<file path="src/rtl/hazard_unit.sv">
// hazard_unit: pipeline sequencing controller for the five-stage MIPS core.
// Drives PC / pipeline-register write enables and flushes, resolves data and
// instruction memory waits, load-use hazards, redirects and halt, and masks
// instruction-memory requests while a data access owns the shared port.
// Optional build macro HAZARD_PERF_EN adds stall_cnt / flush_cnt counters.
module hazard_unit (
    input  logic       CLK,
    input  logic       nRST,
    input  logic       ihit,
    input  logic       dhit,
    input  logic       mem_dREN,
    input  logic       mem_dWEN,
    input  logic       ex_memread,
    input  logic [4:0] ex_rd,
    input  logic [4:0] id_rs,
    input  logic [4:0] id_rt,
    input  logic       id_uses_rt,
    input  logic       ex_redirect,
    input  logic       id_jump,
    input  logic       wb_halt,
    output logic       pc_W,
    output logic       ifid_W,
    output logic       ifid_RST,
    output logic       idex_W,
    output logic       idex_RST,
    output logic       exmem_W,
    output logic       exmem_RST,
    output logic       memwb_W,
    output logic       memwb_RST,
    output logic       imem_mask,
    output logic       halt
`ifdef HAZARD_PERF_EN
    ,
    output logic [31:0] stall_cnt,
    output logic [31:0] flush_cnt
`endif
);

    typedef enum logic [1:0] {RUN, DWAIT, HALTED} state_t;

    state_t state;

    logic memop, load_use;
    logic c_dmem, c_redir, c_lu, c_jump, c_imiss;
    logic pc_w_c, ifid_w_c, ifid_rst_c, idex_w_c, idex_rst_c;
    logic exmem_w_c, exmem_rst_c, memwb_w_c, memwb_rst_c, mask_c;

    assign memop    = mem_dREN | mem_dWEN;
    // r0 is never a real dependency, so a load into it cannot cause a stall
    assign load_use = ex_memread & (ex_rd != 5'd0) &
                      ((ex_rd == id_rs) | (id_uses_rt & (ex_rd == id_rt)));

    // Priority decode of the hazard cases; exactly one (or none) is active
    always_comb begin
        c_dmem  = 1'b0;
        c_redir = 1'b0;
        c_lu    = 1'b0;
        c_jump  = 1'b0;
        c_imiss = 1'b0;
        if (state != HALTED) begin
            if (memop & ~dhit)   c_dmem  = 1'b1;
            else if (ex_redirect) c_redir = 1'b1;
            else if (load_use)    c_lu    = 1'b1;
            else if (id_jump)     c_jump  = 1'b1;
            else if (~ihit)       c_imiss = 1'b1;
        end
    end

    // Per-case enable/flush pattern; unnamed registers default to write, no flush
    always_comb begin
        pc_w_c      = 1'b1;
        ifid_w_c    = 1'b1;
        ifid_rst_c  = 1'b0;
        idex_w_c    = 1'b1;
        idex_rst_c  = 1'b0;
        exmem_w_c   = 1'b1;
        exmem_rst_c = 1'b0;
        memwb_w_c   = 1'b1;
        memwb_rst_c = 1'b0;
        mask_c      = 1'b0;
        if (state == HALTED) begin
            pc_w_c    = 1'b0;
            ifid_w_c  = 1'b0;
            idex_w_c  = 1'b0;
            exmem_w_c = 1'b0;
            memwb_w_c = 1'b0;
            mask_c    = 1'b1;
        end else if (c_dmem) begin
            // whole pipe freezes; fetch is kept off the shared memory port
            pc_w_c    = 1'b0;
            ifid_w_c  = 1'b0;
            idex_w_c  = 1'b0;
            exmem_w_c = 1'b0;
            memwb_w_c = 1'b0;
            mask_c    = 1'b1;
        end else if (c_redir) begin
            // ID and IF hold wrong-path instructions; the PC still loads even on a fetch miss
            ifid_rst_c = 1'b1;
            idex_rst_c = 1'b1;
        end else if (c_lu) begin
            // hold PC and IF/ID (no bubble on fetch miss), inject bubble into EX
            pc_w_c     = 1'b0;
            ifid_w_c   = 1'b0;
            idex_rst_c = 1'b1;
        end else if (c_jump) begin
            ifid_rst_c = 1'b1;
        end else if (c_imiss) begin
            pc_w_c     = 1'b0;
            ifid_rst_c = 1'b1;
        end
    end

    // All control outputs read as zero while reset is held
    assign pc_W      = nRST & pc_w_c;
    assign ifid_W    = nRST & ifid_w_c;
    assign ifid_RST  = nRST & ifid_rst_c;
    assign idex_W    = nRST & idex_w_c;
    assign idex_RST  = nRST & idex_rst_c;
    assign exmem_W   = nRST & exmem_w_c;
    assign exmem_RST = nRST & exmem_rst_c;
    assign memwb_W   = nRST & memwb_w_c;
    assign memwb_RST = nRST & memwb_rst_c;
    assign imem_mask = nRST & mask_c;

    // Sequencing FSM with registered halt flag
    always_ff @(posedge CLK or negedge nRST) begin
        if (!nRST) begin
            state <= RUN;
            halt  <= 1'b0;
        end else begin
            case (state)
                RUN: begin
                    if (wb_halt & memwb_w_c) begin
                        state <= HALTED;
                        halt  <= 1'b1;
                    end else if (memop & ~dhit) begin
                        state <= DWAIT;
                    end
                end
                DWAIT: begin
                    if (wb_halt & memwb_w_c) begin
                        state <= HALTED;
                        halt  <= 1'b1;
                    end else if (dhit) begin
                        state <= RUN;
                    end
                end
                default: begin
                    state <= HALTED;
                    halt  <= 1'b1;
                end
            endcase
        end
    end

`ifdef HAZARD_PERF_EN
    // Stall and flush event counters; case decode is already empty in HALTED
    always_ff @(posedge CLK or negedge nRST) begin
        if (!nRST) begin
            stall_cnt <= 32'd0;
            flush_cnt <= 32'd0;
        end else begin
            if (c_dmem | c_lu | c_imiss) stall_cnt <= stall_cnt + 32'd1;
            if (c_redir | c_jump)        flush_cnt <= flush_cnt + 32'd1;
        end
    end
`endif

endmodule

</file>
<file path="config.mk">
export PLATFORM = sky130hd
export DESIGN_NAME = hazard_unit
export DESIGN_NICKNAME = d
export VERILOG_FILES = /design/src/rtl/hazard_unit.sv
export SDC_FILE = /design/constraint.sdc
export NUM_CORES = 1
export LEC_CHECK = 0
export ABC_AREA = 0
export CELL_PAD_IN_SITES_DETAIL_PLACEMENT = 1
export CELL_PAD_IN_SITES_GLOBAL_PLACEMENT = 1
export CORE_MARGIN = 2
export CORE_UTILIZATION = 18
export CTS_BUF_LIST = sky130_fd_sc_hd__clkbuf_4
export DETAILED_ROUTE_END_ITERATION = 6
export PLACE_DENSITY_LB_ADDON = 0.1
export SKIP_CTS_REPAIR_TIMING = 1
export SYNTH_ARGS = -nofsm -noshare
export SYNTH_HDL_FRONTEND = slang
export SYNTH_SLANG_ARGS = --single-unit
</file>
<file path="constraint.sdc">
create_clock -name CLK -period 1.7 [get_ports CLK]
set_clock_uncertainty 0.05 [all_clocks]
set_input_delay 0.34 -clock CLK [delete_from_list [all_inputs] [get_ports CLK]]
set_output_delay 0.34 -clock CLK [all_outputs]
set_load 0.05 [all_outputs]
</file>
==> impl_metrics.csv <==
group,metric,value,unit
clock_tree,clkLatencyLatePin,0.24,ns
worst_setup_path,crit_chain,"buf_8, or4_4, o21ai_4, nor2_2, a22o_4, buf_8",
final_layout,syn2layout_area_growth,207,%
worst_setup_path,slowest_delay,0.54,ns
clock_tree,cts_buffer_depth,2,
yosys,ys_types,22,
floorplanning,die_y,47.9,um
worst_setup_path,critPathMostFrequentCell,"buf_8",
clock_tree,clock_sinks,3,
worst_setup_path,path_delay_family,"simple AND/OR/NAND/NOR gates",
sta,finalSetupViolations,4,
clock_tree,root_buffer,"clkbuf_4",
detailed_routing,route.detailed.drc,0,
final_layout,drive_gt1_share,48.4,%
clock_tree,cts_buffers,3,
sta,post-route-period-util,119,%
yosys,postSynthAreaPerCell,7.88,um^2
final_layout,nets,118,
outcome,status,"complete, but fails checks",
worst_setup_path,cp.required,1.31,ns
clock_tree,cts_tree,"built",
final_layout,fin_area,1060,um^2
worst_setup_path,critPathSlowestCell,"or4_4",
floorplanning,start_util,19.6,%
sta,final-max-slew-violation-count,0,
sta,hold_viol_final,0,
yosys,ys_seq_area_share,21.7,%
clock_tree,htreeDepth,1,
floorplanning,chipWidth,47.9,um
worst_setup_path,path_buf_inv,2,
global_routing,grt_usage,13.8,%
floorplanning,rows,15,
detailed_routing,drt-initial-drc-count,0,
global_routing,grt_max_degree,5,
sta,setup_ws,-0.321,ns
worst_setup_path,critical_path.endpoint_type,"output port",
global_routing,grt-ovfl-total,0,
sta,fmax,495,MHz
placement,dpl_worst_slack,-0.715,ns
yosys,ys_warn_count,0,
power_and_ir_drop,p_per_area,363,nW/um^2
yosys,synth_seq_cells,3,
power_and_ir_drop,peakVddDrop,472,uV
detailed_routing,wire_per_inst,13.6,um
yosys,synthCells,44,
placement,routabilityCongestion,0.708,
worst_hold_path,worstHoldPathType,"input pin to async pin",
floorplanning,die-area,2290,um^2
power_and_ir_drop,cellLeakagePower,0.539,nW
sta,rsz0062_at_grt,"yes",
floorplanning,io_pins,37,
placement,portBuffers,34,
worst_setup_path,critPathKind,"input pin to output port",
sta,finalCriticalPeriod,2.02,ns
flow_run,maxCapViolations,0,
global_routing,grt_pass1_wl,2130,um
final_layout,fill_cells,200,
detailed_routing,drt-pass1-iter-count,1,
global_routing,antenna_found_initial,0,
detailed_routing,vias_per_cell,4.28,
worst_setup_path,critPathLaunchType,"input pin",
detailed_routing,ant_nets,0,
placement,dpl_cell_area,902,um^2
detailed_routing,num_vias,496,
floorplanning,coreArea,1760,um^2
final_layout,n_antenna_cell,0,
placement,dp_hpwl,1270,um
detailed_routing,wl,1580,um
outcome,violations,"negative setup slack",
global_routing,grt_pass1_vias,511,
yosys,synth_area,347,um^2
clock_tree,clkSlewWorstSetupHoldPaths,0.04,ns
worst_setup_path,cp_max_fo,3,
worst_setup_path,arrival,1.63,ns
-- per-stage QoR --
stage                     power, mW  utilization, %  setup TNS, ns  hold slack [ns]  std cells
after global routing          0.406            60.3          -1.46           0.0551        116
after floorplan               0.132               -         -0.554         -0.00559         45
after CTS                     0.384            52.8          -3.71            0.365        115
after detailed placement      0.228            51.1          -3.67            0.407        111
after global placement        0.226            51.1          -3.52            0.403        111
final                         0.386            60.3          -1.18           0.0401        116
-- logic make-up (layout without fill, tap and decap cells) --
| kind of cell | after synthesis | count (layout) | share of synthesized area [%] |
|---|---|---|---|
| compound gates | 10 | 10 | 19.9 |
| xor+xnor | 10 | 10 | 25.3 |
| buf+inv | 5 | 51 | 9.75 |
| flops | 3 | 3 | 21.7 |
| other cells | 1 | 2 | 1.08 |
| simple gates | 15 | 15 | 22.4 |
-- cell usage in the layout, fill, tap and decap left out, types with 3 or more instances in the layout --
| cell | count |
|---|---|
| dlymetal6s2s_1 | 17 |
| buf_4 | 10 |
| xnor2_1 | 8 |
| buf_12 | 7 |
| clkdlybuf4s50_1 | 6 |
| nand2_1 | 4 |
| clkbuf_4 | 4 |
| dfrtp_1 | 3 |
| buf_6 | 3 |
-- flip-flops by register name, summed over array words and instances, names as in the netlist --
register  flops
halt          1
state         2
-- path summary, 6_finish.rpt --
check	cells past startpoint	end	from	slack (ns)
max in group asynchronous	2	state[0]	nRST	1.46
worst min register to register	1	halt	halt	0.41
worst max-delay path	6	idex_RST	ex_rd[1]	-0.32
worst min-delay path	2	state[1]	nRST	0.04
min in group CLK	3	state[0]	dhit	0.38
worst max register to register	2	halt	state[1]	0.74
-- report_power, final --
part	switching, mW	internal (mW)
clock	0.0429	0.104
combinational	0.0726	0.0947
sequential	0.00000000158	0.0718
-- layout make-up --
type	instances	area, um^2	area share [%]
sequential	3	75.1	7.06
tap	25	31.3	2.94
inverter	1	7.51	0.706
multi-input combinational	37	363	34.1
timing repair buffer	46	557	52.4
clock buffer	4	30.0	2.82
-- cells in the mapped netlist --
master,instances,share of area (%)
a21oi_1,3,4.3
or4_1,1,2.2
buf_4,4,8.7
dfrtp_1,3,22
nor3_1,2,2.9
nor2_1,3,3.2
inv_1,1,1.1
a21o_1,1,2.2
xnor2_1,10,25
nand4_1,1,1.8
or2_1,1,1.8
o21ai_2,1,2.5
conb_1,1,1.1
a22o_1,1,2.5
nand3_2,1,2.9
o22ai_1,1,1.8
nand2_1,4,4.3
nand2b_1,1,1.8
nand3_1,1,1.4
o31ai_1,1,2.2
a21boi_0,1,2.2
o21bai_1,1,2.2
-- routing by layer --
metal,global-route usage [%],part of all wire (%),up-vias
met5,0,0,-
li1,-,-,238
met1,14.7,34,228
met3,1.13,8.3,4
met4,10.8,3.5,0
met2,24.5,55,26
No activity file was read; power rests on OpenSTA's default activity.
